## src/rtl/fir_control_unit_if.sv

```systemverilog
// Handshake and datapath-control bundle between fir_control_unit and its neighbours.
// master = the control unit; slave = the loader, bus slave and datapath side.
interface fir_control_unit_if #(
    parameter int unsigned ADDR_W = 4
);
    logic              dr;
    logic              lc;
    logic [1:0]        coefficient_num;
    logic              overflow;
    logic              cnt_up;
    logic              modwait;
    logic              err;
    logic [2:0]        op;
    logic [ADDR_W-1:0] src1;
    logic [ADDR_W-1:0] src2;
    logic [ADDR_W-1:0] dest;

    modport master (
        input  dr, lc, coefficient_num, overflow,
        output cnt_up, modwait, err, op, src1, src2, dest
    );

    modport slave (
        output dr, lc, coefficient_num, overflow,
        input  cnt_up, modwait, err, op, src1, src2, dest
    );
endinterface

```

## src/rtl/fir_control_unit.sv

```systemverilog
// FIR sequencer: coefficient loads, 4-tap window shift, and s1*F0-s2*F1+s3*F2-s4*F3.
// Optional CTRL_RESULT_VALID_EN adds a result_valid pulse on clean completion.
module fir_control_unit #(
    parameter int unsigned ADDR_W = 4
) (
    input  logic                  clk,
    input  logic                  n_reset,
    fir_control_unit_if.master    bus
`ifdef CTRL_RESULT_VALID_EN
    ,
    output logic                  result_valid
`endif
);
    localparam logic [2:0] OP_NOP   = 3'd0;
    localparam logic [2:0] OP_COPY  = 3'd1;
    localparam logic [2:0] OP_LOAD1 = 3'd2;
    localparam logic [2:0] OP_LOAD2 = 3'd3;
    localparam logic [2:0] OP_ADD   = 3'd4;
    localparam logic [2:0] OP_SUB   = 3'd5;
    localparam logic [2:0] OP_MUL   = 3'd6;

    localparam logic [ADDR_W-1:0] R_ACC  = ADDR_W'(0);
    localparam logic [ADDR_W-1:0] R_S1   = ADDR_W'(1);
    localparam logic [ADDR_W-1:0] R_S2   = ADDR_W'(2);
    localparam logic [ADDR_W-1:0] R_S3   = ADDR_W'(3);
    localparam logic [ADDR_W-1:0] R_S4   = ADDR_W'(4);
    localparam logic [ADDR_W-1:0] R_F0   = ADDR_W'(5);
    localparam logic [ADDR_W-1:0] R_F1   = ADDR_W'(6);
    localparam logic [ADDR_W-1:0] R_F2   = ADDR_W'(7);
    localparam logic [ADDR_W-1:0] R_F3   = ADDR_W'(8);
    localparam logic [ADDR_W-1:0] R_NEW  = ADDR_W'(9);
    localparam logic [ADDR_W-1:0] R_PROD = ADDR_W'(10);

    typedef enum logic [4:0] {
        IDLE, LOADC, STORE, ZERO,
        SORT1, SORT2, SORT3, SORT4,
        MUL1, ADD1, MUL2, SUB2, MUL3, ADD3, MUL4, SUB4,
        EIDLE
    } state_t;

    state_t            state, nxt;
    logic [2:0]        n_op;
    logic [ADDR_W-1:0] n_src1, n_src2, n_dest;
    logic              n_cnt_up, n_err;

    always_comb begin
        nxt = IDLE;
        case (state)
            IDLE, EIDLE: begin
                if (bus.lc)      nxt = LOADC;
                else if (bus.dr) nxt = STORE;
                else             nxt = state;
            end
            LOADC: nxt = IDLE;
            STORE: nxt = bus.dr ? ZERO : EIDLE;
            ZERO:  nxt = SORT1;
            SORT1: nxt = SORT2;
            SORT2: nxt = SORT3;
            SORT3: nxt = SORT4;
            SORT4: nxt = MUL1;
            MUL1:  nxt = ADD1;
            ADD1:  nxt = bus.overflow ? EIDLE : MUL2;
            MUL2:  nxt = SUB2;
            SUB2:  nxt = bus.overflow ? EIDLE : MUL3;
            MUL3:  nxt = ADD3;
            ADD3:  nxt = bus.overflow ? EIDLE : MUL4;
            MUL4:  nxt = SUB4;
            SUB4:  nxt = bus.overflow ? EIDLE : IDLE;
            default: nxt = IDLE;
        endcase
    end

    // Outputs are decoded from the next state and registered, so they line up with state.
    always_comb begin
        n_op     = OP_NOP;
        n_src1   = '0;
        n_src2   = '0;
        n_dest   = '0;
        n_cnt_up = 1'b0;
        n_err    = 1'b0;
        case (nxt)
            LOADC: begin n_op = OP_LOAD2; n_dest = R_F0 + ADDR_W'(bus.coefficient_num); end
            STORE: begin n_op = OP_LOAD1; n_dest = R_NEW; n_cnt_up = 1'b1; end
            ZERO:  begin n_op = OP_SUB; n_src1 = R_ACC; n_src2 = R_ACC; n_dest = R_ACC; end
            SORT1: begin n_op = OP_COPY; n_src1 = R_S2;  n_dest = R_S1; end
            SORT2: begin n_op = OP_COPY; n_src1 = R_S3;  n_dest = R_S2; end
            SORT3: begin n_op = OP_COPY; n_src1 = R_S4;  n_dest = R_S3; end
            SORT4: begin n_op = OP_COPY; n_src1 = R_NEW; n_dest = R_S4; end
            MUL1:  begin n_op = OP_MUL; n_src1 = R_S1; n_src2 = R_F0; n_dest = R_PROD; end
            MUL2:  begin n_op = OP_MUL; n_src1 = R_S2; n_src2 = R_F1; n_dest = R_PROD; end
            MUL3:  begin n_op = OP_MUL; n_src1 = R_S3; n_src2 = R_F2; n_dest = R_PROD; end
            MUL4:  begin n_op = OP_MUL; n_src1 = R_S4; n_src2 = R_F3; n_dest = R_PROD; end
            ADD1, ADD3: begin n_op = OP_ADD; n_src1 = R_ACC; n_src2 = R_PROD; n_dest = R_ACC; end
            SUB2, SUB4: begin n_op = OP_SUB; n_src1 = R_ACC; n_src2 = R_PROD; n_dest = R_ACC; end
            EIDLE: n_err = 1'b1;
            default: ;
        endcase
    end

    always_ff @(posedge clk or negedge n_reset) begin
        if (!n_reset) begin
            state       <= IDLE;
            bus.op      <= OP_NOP;
            bus.src1    <= '0;
            bus.src2    <= '0;
            bus.dest    <= '0;
            bus.cnt_up  <= 1'b0;
            bus.err     <= 1'b0;
            bus.modwait <= 1'b0;
`ifdef CTRL_RESULT_VALID_EN
            result_valid <= 1'b0;
`endif
        end else begin
            state       <= nxt;
            bus.op      <= n_op;
            bus.src1    <= n_src1;
            bus.src2    <= n_src2;
            bus.dest    <= n_dest;
            bus.cnt_up  <= n_cnt_up;
            bus.err     <= n_err;
            bus.modwait <= (nxt != IDLE) && (nxt != EIDLE);
`ifdef CTRL_RESULT_VALID_EN
            result_valid <= (state == SUB4) && (nxt == IDLE);
`endif
        end
    end
endmodule

```

## src/flat_wrapper.sv

```systemverilog
// flat-port wrapper written by rule: the top's interface ports become plain ports
module fir_control_unit_flat 
#(
    parameter int unsigned ADDR_W = 4
)
  (clk, n_reset, bus_dr, bus_lc, bus_coefficient_num, bus_overflow, bus_cnt_up, bus_modwait, bus_err, bus_op, bus_src1, bus_src2, bus_dest);
  fir_control_unit_if #(.ADDR_W(ADDR_W)) bus_i ();
  input  logic clk;
  input  logic n_reset;
  input wire logic [$bits(bus_i.dr)-1:0] bus_dr;
  input wire logic [$bits(bus_i.lc)-1:0] bus_lc;
  input wire logic [$bits(bus_i.coefficient_num)-1:0] bus_coefficient_num;
  input wire logic [$bits(bus_i.overflow)-1:0] bus_overflow;
  output wire logic [$bits(bus_i.cnt_up)-1:0] bus_cnt_up;
  output wire logic [$bits(bus_i.modwait)-1:0] bus_modwait;
  output wire logic [$bits(bus_i.err)-1:0] bus_err;
  output wire logic [$bits(bus_i.op)-1:0] bus_op;
  output wire logic [$bits(bus_i.src1)-1:0] bus_src1;
  output wire logic [$bits(bus_i.src2)-1:0] bus_src2;
  output wire logic [$bits(bus_i.dest)-1:0] bus_dest;
  assign bus_i.dr = bus_dr;
  assign bus_i.lc = bus_lc;
  assign bus_i.coefficient_num = bus_coefficient_num;
  assign bus_i.overflow = bus_overflow;
  assign bus_cnt_up = bus_i.cnt_up;
  assign bus_modwait = bus_i.modwait;
  assign bus_err = bus_i.err;
  assign bus_op = bus_i.op;
  assign bus_src1 = bus_i.src1;
  assign bus_src2 = bus_i.src2;
  assign bus_dest = bus_i.dest;
  fir_control_unit #(.ADDR_W(ADDR_W)) u_core (.clk(clk), .n_reset(n_reset), .bus(bus_i));
endmodule
```

## config.mk

```make
export PLATFORM = sky130hd
export DESIGN_NAME = fir_control_unit_flat
export DESIGN_NICKNAME = d
export VERILOG_FILES = /design/src/rtl/fir_control_unit_if.sv /design/src/rtl/fir_control_unit.sv /design/src/flat_wrapper.sv
export SDC_FILE = /design/constraint.sdc
export NUM_CORES = 1
export LEC_CHECK = 0
export CAP_MARGIN = 40
export CORE_ASPECT_RATIO = 1.5
export CORE_MARGIN = 5
export CORE_UTILIZATION = 44
export CTS_CLUSTER_SIZE = 25
export DETAILED_ROUTE_END_ITERATION = 10
export PLACE_DENSITY = 0.75
export SKIP_LAST_GASP = 1
export SLEW_MARGIN = 20
export SYNTH_ARGS = -nofsm -noshare
export SYNTH_HDL_FRONTEND = slang
export SYNTH_SLANG_ARGS = --single-unit
export TNS_END_PERCENT = 100
```

## constraint.sdc

```tcl
create_clock -name clk -period 1.6 [get_ports clk]
set_input_delay 0.32 -clock clk [delete_from_list [all_inputs] [get_ports clk]]
set_output_delay 0.32 -clock clk [all_outputs]
set_load 0.05 [all_outputs]
```

==> qor.csv <==
stage;metric;value;unit
finish;nets;160;
routing;first_iter_violations;49;
routing;ant_nets;0;
routing;dr.pass1.iters;4;
timing;final-setup-viol-count;0;
floorplan;fp.dieH;72.2;um
pwr;ir_worst_vdd;1370;uV
pwr;leakage;0.754;nW
setup_path;cpMaxStageDelayCell;dfrtp_2;
place;port_buffers;24;
clock_tree;hold_buffers;0;
synthesis;ys.flop_type;dfrtp_1;
global_route;grt.total_usage;16.3;%
setup_path;slowest_delay;490;ps
timing;hold_viol_final;0;
floorplan;io_pins;25;
finish;diodes;0;
setup_path;crit_arrival;1790;ps
synthesis;synth_async_sr_flop_share;100;%
clock_tree;clock_sinks;23;
routing;drcViolationCount;0;
setup_path;cp_num_buf_inv;0;
timing;final.period_utilization;96.9;%
timing;fmax;645;MHz
routing;viasPerCell;5.76;
floorplan;start_util;46.3;%
hold_path;hold_path_class;input pin to asynchronous set/reset pin;
setup_path;startpoint_type;flop;
synthesis;synth_edf_count;0;
finish;fin_util;63.4;%
finish;seqCellArea;581;um2
global_route;globalRouteOverflowTotal;0;
clock_tree;htreeDepth;1;
synthesis;yosysUniqueCellTypes;44;
clock_tree;path_clk_slew;120;ps
global_route;antenna_found_initial;0;
setup_path;critPathTopFamily;compound AO/OA/AOI/OAI gates;
place;gp_congestion;0.913;
routing;vias;1008;
pwr;p_per_area;2470;nW/um2
finish;layout_common_cells;buf_4 (43), dfrtp_1 (19), a21oi_1 (6), clkdlybuf4s50_1 (6);
global_route;grt_start_max_net_pins;24;
clock_tree;cts_inserted_buffers;3;
timing;relSlewSlack;78.6;%
setup_path;cp.required;1840;ps
timing;tightest_slew;319;ps
clock_tree;root_buffer;clkbuf_4;
job;cap_violations;0;
setup_path;end_kind;flop;
timing;min_period;1550;ps
synthesis;synth_seq_area_share;50.8;%
setup_path;path_max_fanout;10;
synthesis;synth_fp_nets;112;
clock_tree;tritoncts;done;
timing;fin_skew;4.54;ps
timing;rsz0062_at_grt;yes;
routing;wl;2.69;mm
routing;wire_per_inst;15.4;um
clock_tree;clock_latency;310;ps
finish;final_area;1550;um2
setup_path;path_class;flop to flop;
place;pre_cts_ws;-212;ps
global_route;grt_pass1_vias;1016;
floorplan;rows;22;
timing;holdWs;343;ps
global_route;grt_pass1_wl;4.62;mm
place;dp_hpwl;2.06;mm
status;status;finished clean;
setup_path;crit_chain;a21o_1, a311o_1, and3_1, o221ai_2;
synthesis;syn_avg_cell_area;10.9;um2
finish;multi_input_comb_area;499;um2
place;place_area;1480;um2
finish;drive_above_1_share;46.4;%
clock_tree;clk_path_buf_depth;2;
finish;num-fill-cells;192;
synthesis;ys_warn_count;0;
finish;areaGrowthSynthToFinish;37.1;%
finish;mostFrequentLayoutCell;buf_4;
timing;slew_viol_final;0;
floorplan;design.die.area;3710;um2
floorplan;die_w;51.4;um
synthesis;ys_ff_latch;23;
synthesis;syn_inst;104;
timing;setup_ws;48.9;ps
floorplan;core-area;2450;um2
synthesis;netlist_area;1130;um2
==> power by group <==
part / switching (mW) / leakage (nW) / internal [mW]
Combinational: 1.51 / 0.443 / 1.05
Sequential: 0.173 / 0.293 / 0.831
Clock: 0.171 / 0.0177 / 0.0933
==> stage by stage <==
stage | setup TNS (ps) | power, mW | std cells
2_1_floorplan | 0 | 2.66 | 104
3_3_place_gp | -1590 | 3.43 | 168
3_5_place_dp | -2000 | 3.46 | 168
4_1_cts | 0 | 3.74 | 172
5_1_grt | -7.57 | 4.10 | 175
6_report | 0 | 3.83 | 175
==> timing repair <==
action	4_1_cts	5_1_grt
hold endpoints to repair	0	0
setup buffers	0	3
resized for setup	1	7
setup endpoints to repair	1	5
cloned	0	0
==> state kept, by name (all words and copies together), names as in the netlist <==
signal	count
u_core.state	5
u_core.bus.dest	4
u_core.bus.src1	4
u_core.bus.src2	4
u_core.bus.op	3
u_core.bus.cnt_up	1
u_core.bus.err	1
u_core.bus.modwait	1
==> cell usage after synthesis, types with 2 or more instances <==
library cell	number	area, um2
buf_6	2	22.5
a21oi_1	6	30.0
inv_1	5	18.8
nand2_1	5	18.8
o31ai_1	3	22.5
a21o_1	3	22.5
o2111ai_1	2	17.5
dfrtp_1	23	576
buf_2	4	20.0
o22ai_2	2	25.0
or2_2	2	12.5
nor2_1	5	18.8
o21ai_0	3	15.0
or3_1	2	12.5
nand3b_1	2	15.0
nand2b_1	2	12.5
nor3_1	4	20.0
o32ai_1	3	26.3
==> kinds of logic after synthesis <==
logic type	count (synthesis)	synth area share (%)
buffers and inverters	14	6.73
muxes	2	1.88
DFF	23	50.8
and+or+nand+nor	31	16.3
adders and majority gates	1	1.10
AOI/OAI and AO/OA	33	23.2
==> layer usage <==
metal  GRT usage (%)  routed length [um]  vias up  share of wire, %
li1                -                   -      476                 -
met1            20.4                1070      482                40
met2            27.3                1390       42                52
met3            2.26                 154        8               5.7
met4            7.29                  80        0               3.0
met5               0                   0        -                 0
==> cell type report <==
type	count	area share [%]
Sequential cell	23	37.4
Multi-Input combinational cell	67	32.1
Timing Repair Buffer	49	24.6
Inverter	8	2.17
Tap cell	24	1.93
Clock buffer	3	1.45
Clock inverter	1	0.322
==> path summary, 6_finish.rpt <==
kind / startpoint / end / slack (ps) / cells past startpoint
worst max-delay path: u_core.state[2] / u_core.bus.modwait / 50 / 4
worst min-delay path: n_reset / u_core.bus.src2[1] / 340 / 2
worst max register to register: u_core.state[2] / u_core.bus.modwait / 50 / 4
worst min register to register: u_core.state[4] / u_core.state[2] / 570 / 1
max in group asynchronous: n_reset / u_core.state[1] / 1010 / 2
min in group clk: u_core.state[4] / u_core.state[2] / 570 / 1
Power figures use the tool's default switching activity.
